### config.mk
export PLATFORM = sky130hd
export DESIGN_NAME = door_beam_decoder
export DESIGN_NICKNAME = d
export VERILOG_FILES = /design/src/rtl/door_beam_decoder.sv
export SDC_FILE = /design/constraint.sdc
export NUM_CORES = 1
export LEC_CHECK = 0
export CAP_MARGIN = 20
export CELL_PAD_IN_SITES_DETAIL_PLACEMENT = 1
export CELL_PAD_IN_SITES_GLOBAL_PLACEMENT = 1
export CORE_ASPECT_RATIO = 1.25
export CORE_MARGIN = 2
export CORE_UTILIZATION = 29
export CTS_CLUSTER_DIAMETER = 150
export DETAILED_ROUTE_END_ITERATION = 10
export PLACE_DENSITY = 0.57
export SLEW_MARGIN = 30
export SYNTH_ARGS = -nofsm -noshare
export SYNTH_HDL_FRONTEND = slang
export SYNTH_SLANG_ARGS = --single-unit
### constraint.sdc
create_clock -name clk -period 3.13 [get_ports clk]
set_input_delay 0.4695 -clock clk [delete_from_list [all_inputs] [get_ports clk]]
set_output_delay 0.4695 -clock clk [all_outputs]
set_load 0.01 [all_outputs]
### src/rtl/door_beam_decoder.sv
`default_nettype none
// ============================================================================
//  Module      : door_beam_decoder
//  Description : Doorway break-beam front end. Synchronises and debounces the
//                outer (beam_a) and inner (beam_b) beams, then decodes the
//                order they are broken into single-cycle ent/exit pulses.
//                Illegal orderings and stalled crossings raise fault.
//                Build option DOOR_BEAM_FAULT_STICKY_EN: when defined, fault
//                latches on the first fault event until rst_n is asserted;
//                when undefined, fault is a one-cycle pulse per event.
//  Revision    : 1.0 - initial release
// ============================================================================
module door_beam_decoder #(
    parameter int DEBOUNCE_CYCLES = 4,
    parameter int TIMEOUT_CYCLES  = 64
) (
    input  logic clk,
    input  logic rst_n,
    input  logic beam_a,
    input  logic beam_b,
    output logic ent,
    output logic exit,
    output logic busy,
    output logic fault
);

    // Counters compare against "one before the limit" so the level or state
    // changes on the cycle the count would reach the limit.
    localparam logic [7:0]  c_DB_LAST = 8'(DEBOUNCE_CYCLES - 1);
    localparam logic [15:0] c_TO_LAST = 16'(TIMEOUT_CYCLES - 1);

    localparam logic [2:0] S_IDLE   = 3'd0;
    localparam logic [2:0] S_IN_A   = 3'd1;
    localparam logic [2:0] S_IN_AB  = 3'd2;
    localparam logic [2:0] S_IN_B   = 3'd3;
    localparam logic [2:0] S_OUT_B  = 3'd4;
    localparam logic [2:0] S_OUT_AB = 3'd5;
    localparam logic [2:0] S_OUT_A  = 3'd6;
    localparam logic [2:0] S_ABORT  = 3'd7;

    // Bit 1 carries the outer beam, bit 0 the inner beam, so the pair reads {a,b}.
    logic [1:0] w_raw;
    logic [1:0] w_pair;
    assign w_raw = {beam_a, beam_b};

    genvar gi;
    generate
        for (gi = 0; gi < 2; gi++) begin : g_beam
            logic       r_meta;
            logic       r_sync;
            logic       r_deb;
            logic [7:0] r_cnt;

            // Two-flop synchroniser followed by a hold-time debounce counter.
            always_ff @(posedge clk or negedge rst_n) begin
                if (!rst_n) begin
                    r_meta <= 1'b0;
                    r_sync <= 1'b0;
                    r_deb  <= 1'b0;
                    r_cnt  <= 8'd0;
                end else begin
                    r_meta <= w_raw[gi];
                    r_sync <= r_meta;
                    if (r_sync == r_deb) begin
                        r_cnt <= 8'd0;
                    end else if (r_cnt == c_DB_LAST) begin
                        r_deb <= r_sync;
                        r_cnt <= 8'd0;
                    end else begin
                        r_cnt <= r_cnt + 8'd1;
                    end
                end
            end

            assign w_pair[gi] = r_deb;
        end
    endgenerate

    logic [2:0]  r_state;
    logic [2:0]  w_next;
    logic [1:0]  r_pair_q;
    logic [15:0] r_tcnt;
    logic        w_crossing;
    logic        w_timeout;
    logic        w_ent_ev;
    logic        w_exit_ev;
    logic        w_fault_ev;
    logic        r_ent;
    logic        r_exit;
    logic        r_busy;
    logic        r_fault;

    assign w_crossing = (r_state != S_IDLE) && (r_state != S_ABORT);
    assign w_timeout  = w_crossing && (r_tcnt == c_TO_LAST);

    // State register.
    always_ff @(posedge clk or negedge rst_n) begin
        if (!rst_n) begin
            r_state <= S_IDLE;
        end else begin
            r_state <= w_next;
        end
    end

    // Next-state decode of the debounced pair; a timeout overrides any move.
    always_comb begin
        w_next = r_state;
        case (r_state)
            S_IDLE: case (w_pair)
                2'b10:   w_next = S_IN_A;
                2'b01:   w_next = S_OUT_B;
                2'b11:   w_next = S_ABORT;
                default: w_next = S_IDLE;
            endcase
            S_IN_A: case (w_pair)
                2'b11:   w_next = S_IN_AB;
                2'b00:   w_next = S_IDLE;
                2'b01:   w_next = S_ABORT;
                default: w_next = S_IN_A;
            endcase
            S_IN_AB: case (w_pair)
                2'b01:   w_next = S_IN_B;
                2'b10:   w_next = S_IN_A;
                2'b00:   w_next = S_ABORT;
                default: w_next = S_IN_AB;
            endcase
            S_IN_B: case (w_pair)
                2'b00:   w_next = S_IDLE;
                2'b11:   w_next = S_IN_AB;
                2'b10:   w_next = S_ABORT;
                default: w_next = S_IN_B;
            endcase
            S_OUT_B: case (w_pair)
                2'b11:   w_next = S_OUT_AB;
                2'b00:   w_next = S_IDLE;
                2'b10:   w_next = S_ABORT;
                default: w_next = S_OUT_B;
            endcase
            S_OUT_AB: case (w_pair)
                2'b10:   w_next = S_OUT_A;
                2'b01:   w_next = S_OUT_B;
                2'b00:   w_next = S_ABORT;
                default: w_next = S_OUT_AB;
            endcase
            S_OUT_A: case (w_pair)
                2'b00:   w_next = S_IDLE;
                2'b11:   w_next = S_OUT_AB;
                2'b01:   w_next = S_ABORT;
                default: w_next = S_OUT_A;
            endcase
            default: begin
                if (w_pair == 2'b00) begin
                    w_next = S_IDLE;
                end
            end
        endcase
        if (w_timeout) begin
            w_next = S_ABORT;
        end
    end

    // Output events: every entry into ABORT is a fault, whatever caused it.
    always_comb begin
        w_ent_ev   = (r_state == S_IN_B)  && (w_next == S_IDLE);
        w_exit_ev  = (r_state == S_OUT_A) && (w_next == S_IDLE);
        w_fault_ev = (r_state != S_ABORT) && (w_next == S_ABORT);
    end

    // Stall timer: restarts on any state or pair movement, runs only mid-crossing.
    always_ff @(posedge clk or negedge rst_n) begin
        if (!rst_n) begin
            r_tcnt   <= 16'd0;
            r_pair_q <= 2'b00;
        end else begin
            r_pair_q <= w_pair;
            if (!w_crossing || (w_next != r_state) || (w_pair != r_pair_q)) begin
                r_tcnt <= 16'd0;
            end else begin
                r_tcnt <= r_tcnt + 16'd1;
            end
        end
    end

    // Registered outputs; busy mirrors the state being entered on this edge.
    always_ff @(posedge clk or negedge rst_n) begin
        if (!rst_n) begin
            r_ent   <= 1'b0;
            r_exit  <= 1'b0;
            r_busy  <= 1'b0;
            r_fault <= 1'b0;
        end else begin
            r_ent  <= w_ent_ev;
            r_exit <= w_exit_ev;
            r_busy <= (w_next != S_IDLE);
`ifdef DOOR_BEAM_FAULT_STICKY_EN
            r_fault <= r_fault | w_fault_ev;
`else
            r_fault <= w_fault_ev;
`endif
        end
    end

    assign ent   = r_ent;
    assign exit  = r_exit;
    assign busy  = r_busy;
    assign fault = r_fault;

endmodule
`default_nettype wire
# Yosys cells after proc, flatten, opt, wreduce, memory -nomap -nowiden
# Index checks and enable logic that the tools add are counted.
# Widths: inputs -> output; s select.
[classes] bitwise_logic=2 add_sub_neg=3 n_reduce_logical=15 eq_ne=18 muxes=15
[op_table] operator="$pmux 3 s3" n=6
[op_table] operator="$mux 8" n=4
[op_table] operator="$pmux 3 s7" n=1
[op_table] operator="$add 16x1->16 const B" n=1
[op_table] operator="$add 8x1->8 const B" n=2
[op_table] operator="$eq 16x6->1 const B" n=1
[op_table] operator="$eq 8x2->1 const B" n=2
[op_table] operator="$mux 16" n=1
[op_table] operator="$eq 3x3->1 const B" n=4
[op_table] operator="$eq 3x2->1 const B" n=2
[op_table] operator="$logic_not 3->1" n=2
[op_table] operator="$mux 3" n=2
[op_table] operator="$pmux 2 s3" n=1
[op_table] operator="$reduce_bool 3->1" n=2
[op_table] operator="$logic_and 1x1->1" n=5
[op_table] operator="$eq 2x2->1 const B" n=2
[op_table] operator="$reduce_and 2->1" n=2
[op_table] operator="$eq 3x1->1 const B" n=1
[op_table] operator="$ne 3x3->1" n=1
[op_table] operator="$ne 3x3->1 const B" n=1
[op_table] operator="$eq 1x1->1" n=2
[op_table] operator="$eq 2x1->1 const B" n=1
[op_table] operator="$logic_not 2->1" n=1
[op_table] operator="$logic_or 1x1->1" n=2
[op_table] operator="3 further kinds" n=4
[totals] elab_cells=68 out_inout_bits=4 in_bits=4 regBits=47

# Depth between registers and ports, before layout
[depth] depth_word=8 ltp_mapped=9 mapped_depth_nobuf=8

# Worst setup path before layout
# OpenSTA, ideal clock, no wires.
[synth_path] path_kind="reg2reg" start="register g_beam[0].r_deb" end="register r_tcnt[10]" n_path_buf=1 setup_time_ns=0.123 required_ns=3.007 t_arrival_ns=2.340 slack_ns=0.667 path_stages_with_launch=10 synth_period_minus_slack_ns=2.463 path_cell_list="dfrtp_1 inv_1 ha_1 o21bai_1 or3_1 o211ai_1 mux2_1 a32oi_2 buf_4 nor3_2"
[synth_between] elab_chain_len=8 word_cells_on_any_way=19 classes_between="eq/ne: 5; mux: 11; reduce/logical: 3"
[synth_lines] element="from (decl)" line_no="51" rtl="logic r_deb;"
[synth_lines] element="from (signal assigned)" line_no="67" rtl="r_deb <= r_sync;"
[synth_lines] element="$eq 2x1->1 (tied with other cells)"
[synth_lines] element="$pmux 3 s3 (tied with other cells)" line_no="145" rtl="S_OUT_A: case (w_pair)"
[synth_lines] element="$pmux 3 s7" line_no="108" rtl="case (r_state)"
[synth_lines] element="$mux 3" line_no="157" rtl="if (w_timeout) begin"
[synth_lines] element="$ne 3x3->1" line_no="176" rtl="if (!w_crossing || (w_next != r_state) || (w_pair != r_pair_q)) begin"
[synth_lines] element="$logic_or 1x1->1" line_no="176"
[synth_lines] element="$logic_or 1x1->1 (*)" line_no="176"
[synth_lines] element="$mux 16 (*)" line_no="176"
[synth_lines] element="to (signal assigned)" line_no="179" rtl="r_tcnt <= r_tcnt + 16'd1;"
[synth_lines] element="to (decl)" line_no="82" rtl="logic [15:0] r_tcnt;"
# Every way passes the cells marked *; elsewhere a longest branch is shown, timed or not.
# A chain may end at the register's enable or synchronous reset.

# Worst setup path after layout
[layout_path] start="register g_beam[0].r_deb" end="register r_tcnt[15]"
[layout_between] elab_chain_len=8 word_cells_on_any_way=19 classes_between="eq/ne: 5; mux: 11; reduce/logical: 3"
[layout_lines] element="$eq 2x1->1 (tied with other cells)"
[layout_lines] element="$pmux 3 s3 (tied with other cells)" line_no="145"
[layout_lines] element="$pmux 3 s7 (*)" line_no="108"
[layout_lines] element="$mux 3 (*)" line_no="157"
[layout_lines] element="via w_next[1]" line_no="80" rtl="logic [2:0] w_next;"
[layout_lines] element="$ne 3x3->1 (*)" line_no="176"
[layout_lines] element="$logic_or 1x1->1 (*) (2 in series)" line_no="176"
[layout_lines] element="$mux 16 (*)" line_no="176"
# The timed path passes the listed nets; every way through them passes the cells marked *.

==> summary.txt <==
Status
  • Status: finished clean

Global route
  • First-pass GRT wire length: ~8700 um
  • Largest net degree at the start of global routing: 48
  • Global-route usage over all layers: 0.118
  • GRT Residual Overflow: 0
  • Vias in the first global route: about 1,900
  • Initial antenna violation count: 0

Clock network
  • PostCTS Resize Cnt: 0
  • Max Root-Sink Buffers: 2
  • CTS tree: yes
  • Num CTS Buffers: 5
  • Clk sink count: 47
  • H-tree depth reported by CTS: 2
  • Hold-fix buffers at CTS: 0
  • Clk pin slew, worst setup/hold paths: around 80 ps
  • Setup bufs post-CTS: 0
  • Clock latency on the worst-skew pair: about 300 ps
  • Root buf cell: clkbuf_8

Flow run
  • Max-cap violations: 0

Layout
  • Ratio of cells with drive above 1 in the final layout: 0.112
  • Fin cells: between 300 and 400
  • Register area: approximately 1200 um2
  • P&R area growth vs syn: 9.57%
  • Filler cell count: 937
  • # diodes: 0
  • NumNets Final: around 260
  • Area of the multi-input gates: about 1200 um2

Power
  • Maximum VDD drop: 0.366 mV
  • Power, Total: roughly 2.3 mW
  • Leak pwr: 1.16 nW
  • Internal power: approximately 1.3 mW
  • Register share of total power: 0.376
  • Switching Share: 0.429
  • Logic gate share of total power: 0.447
  • Clk pwr share: 0.177
  • Net load switching power: roughly 970 uW
  • Power Density: about 820 nW/um2

Worst setup path
  • CP Max Fanout: 16
  • Worst reg2reg startpoint: g_beam[0].r_deb
  • Worst path required time: ~3400 ps
  • CP startpoint kind: register
  • Kind of critical path: register to register
  • Worst endpoint data arrival time: 2900 ps
  • Critical path endpoint category: register
  • Flop-to-flop setup slack: around 450 ps
  • Reg2reg end: r_tcnt[15]
  • R2R cell count: 8

Floorplan
  • # rows: 37
  • DIE WIDTH: ~87 um
  • DIE AREA: 9420 um2
  • I/O pin total: 8
  • Core Footprint: ~8300 um2
  • Initial core utilization: 0.301
  • Die height: approximately 110 um

Placed design
  • Dpl ws: roughly 440 ps
  • RePlAce Congestion: about 0.74
  • Placed cells: 330
  • Post-DP HPWL: 3430 um
  • Port Buffers: 7

STA
  • Hold WS: approximately 160 ps
  • Final setup viols: 0
  • Fmax: around 370 MHz
  • Final Critical Period: approximately 2700 ps
  • RSZ-0062 raised after global routing: false
  • Crit share post-route: 0.856
  • Fin worst setup slack: approximately 450 ps
  • Final Skew: around 3.2 ps
  • Slew Limit Fails: 0
  • Worst-Margin Slew: 720 ps
  • Max-slew headroom: 0.520
  • Post-route setup TNS: 0 ps
  • Hold Vio Cnt, Final: 0

Yosys
  • Top post-synthesis cells by area: dfrtp_1 (47%), xor2_1 (7.0%), ha_1 (5.5%)
  • Syn Nets: around 250
  • Number of synthesized flops with an enable pin: 0
  • Post-synth top area cell: dfrtp_1
  • Top-area cell type share of the netlist area: 0.469
  • Synth warn: 0
  • Post-synthesis async set-or-reset flop share: 1.00
  • Most numerous cell in the Yosys netlist: dfrtp_1
  • Synth Flop Type: dfrtp_1
  • Post-synthesis sequential area ratio: 0.469
  • Synth cell types: 47
  • Cell Area, Synth: between 2000 and 3000 um2
  • Avg Synthesized Cell Area: 10.9 um2
  • Most instantiated cells after synthesis: dfrtp_1 (47), nor2_1 (20), xor2_1 (20)
  • Yosys reg bits: between 40 and 50
  • Synth Instances: 231

Routing
  • # DRC: 0
  • Vias: about 1,700
  • Drt pass-1 iters: 4
  • Routed len/inst: ~14 um
  • Starting DRT DRC Count: 83
  • Routed vias/inst: ~5
  • Detail Route Antenna Nets: 0
  • Total wire length: 4830 um

Min path
  • Worst hold path class: input port to async pin
kinds of logic after synthesis:
kind of cell	Yosys count	share of synthesized area
buffers and inverters	15	0.0374
adder cells (fa/ha/maj)	11	0.0548
multiplexers	7	0.0294
AND/OR/NAND/NOR	103	0.238
flip-flops	47	0.469
XOR/XNOR	30	0.105
AO/OA/AOI/OAI	18	0.0668
registers in the layout (all words and copies together), names as in the netlist:
register       count
g_beam.r_sync      2
fault              1
busy               1
g_beam.r_cnt      16
g_beam.r_meta      2
r_tcnt            16
ent                1
r_state            3
exit               1
g_beam.r_deb       2
r_pair_q           2
area by class of cell:
class / count / area share
timing repair buffer: 9 / 0.0300
sequential: 47 / 0.428
clock buffer: 8 / 0.0364
multi-input combinational: 169 / 0.451
inverter: 8 / 0.0109
tap: 97 / 0.0441
per-stage QoR:
stage | util | area (um2)
after floorplan | - | 2510
after global placement | 0.318 | 2650
after detailed placement | 0.318 | 2650
after CTS | 0.330 | 2750
after global routing | 0.330 | 2750
final | 0.330 | 2750
how the worst max path moves through the flow:
| stage | startpoint | to | slack [ps] | cells past startpoint |
|---|---|---|---|---|
| 6_report | g_beam[0].r_deb | r_tcnt[15] | 450 | 8 |
| 5_1_grt | g_beam[0].r_deb | r_tcnt[1] | 180 | 8 |
| 4_1_cts | g_beam[0].r_deb | r_tcnt[15] | 420 | 8 |
| 3_5_place_dp | g_beam[0].r_deb | r_tcnt[15] | 440 | 8 |
| 3_3_place_gp | g_beam[0].r_deb | r_tcnt[1] | 480 | 8 |
| 2_1_floorplan | g_beam[0].r_deb | r_tcnt[10] | 670 | 9 |
power groups by stage:
stage                     sequential (mW)  combinational, mW  clock, mW
after detailed placement            0.860               1.03          0
after global placement              0.861               1.02          0
after floorplan                     0.788              0.873          0
final                               0.847               1.01      0.399
after CTS                           0.848               1.03      0.421
after global routing                0.869               1.12      0.445
worst max-delay path, stage by stage (launching register included):
cell and delay (ps):
dfrtp_1 530, inv_1 150, ha_1 310, nor2_1 120
o31ai_1 100, a211oi_2 290, nand2_2 100, a2111o_1 710
nor3_1 270
metal layers:
metal | track usage | up-vias | wire length (um)
met5 | 0 | - | 0
met4 | 0.0571 | 0 | 126
met3 | 0.0229 | 11 | 98
met2 | 0.190 | 15 | 2400
met1 | 0.150 | 853 | 2210
li1 | - | 829 | -
cell usage in the layout, fill, tap and decap left out, types with 2 or more instances in the layout:
cell / count
nand3_1: 16
mux2_2: 2
xnor2_1: 10
nand2_1: 11
buf_4: 3
nor3b_1: 2
nand4_1: 4
ha_1: 11
a31oi_1: 2
nor4_1: 3
dfrtp_1: 47
inv_1: 7
clkdlybuf4s50_1: 6
nand2b_1: 2
nor3_2: 10
nor2b_1: 4
and2_1: 2
nor4b_1: 2
a21oi_1: 2
and3_1: 6
or3b_1: 2
mux2i_1: 4
nor2_1: 20
or3_1: 3
and4_1: 3
a2bb2oi_1: 2
xor2_1: 20
nor3_1: 9
clkbuf_8: 7
Note: power is estimated with default switching activity, not from simulation.
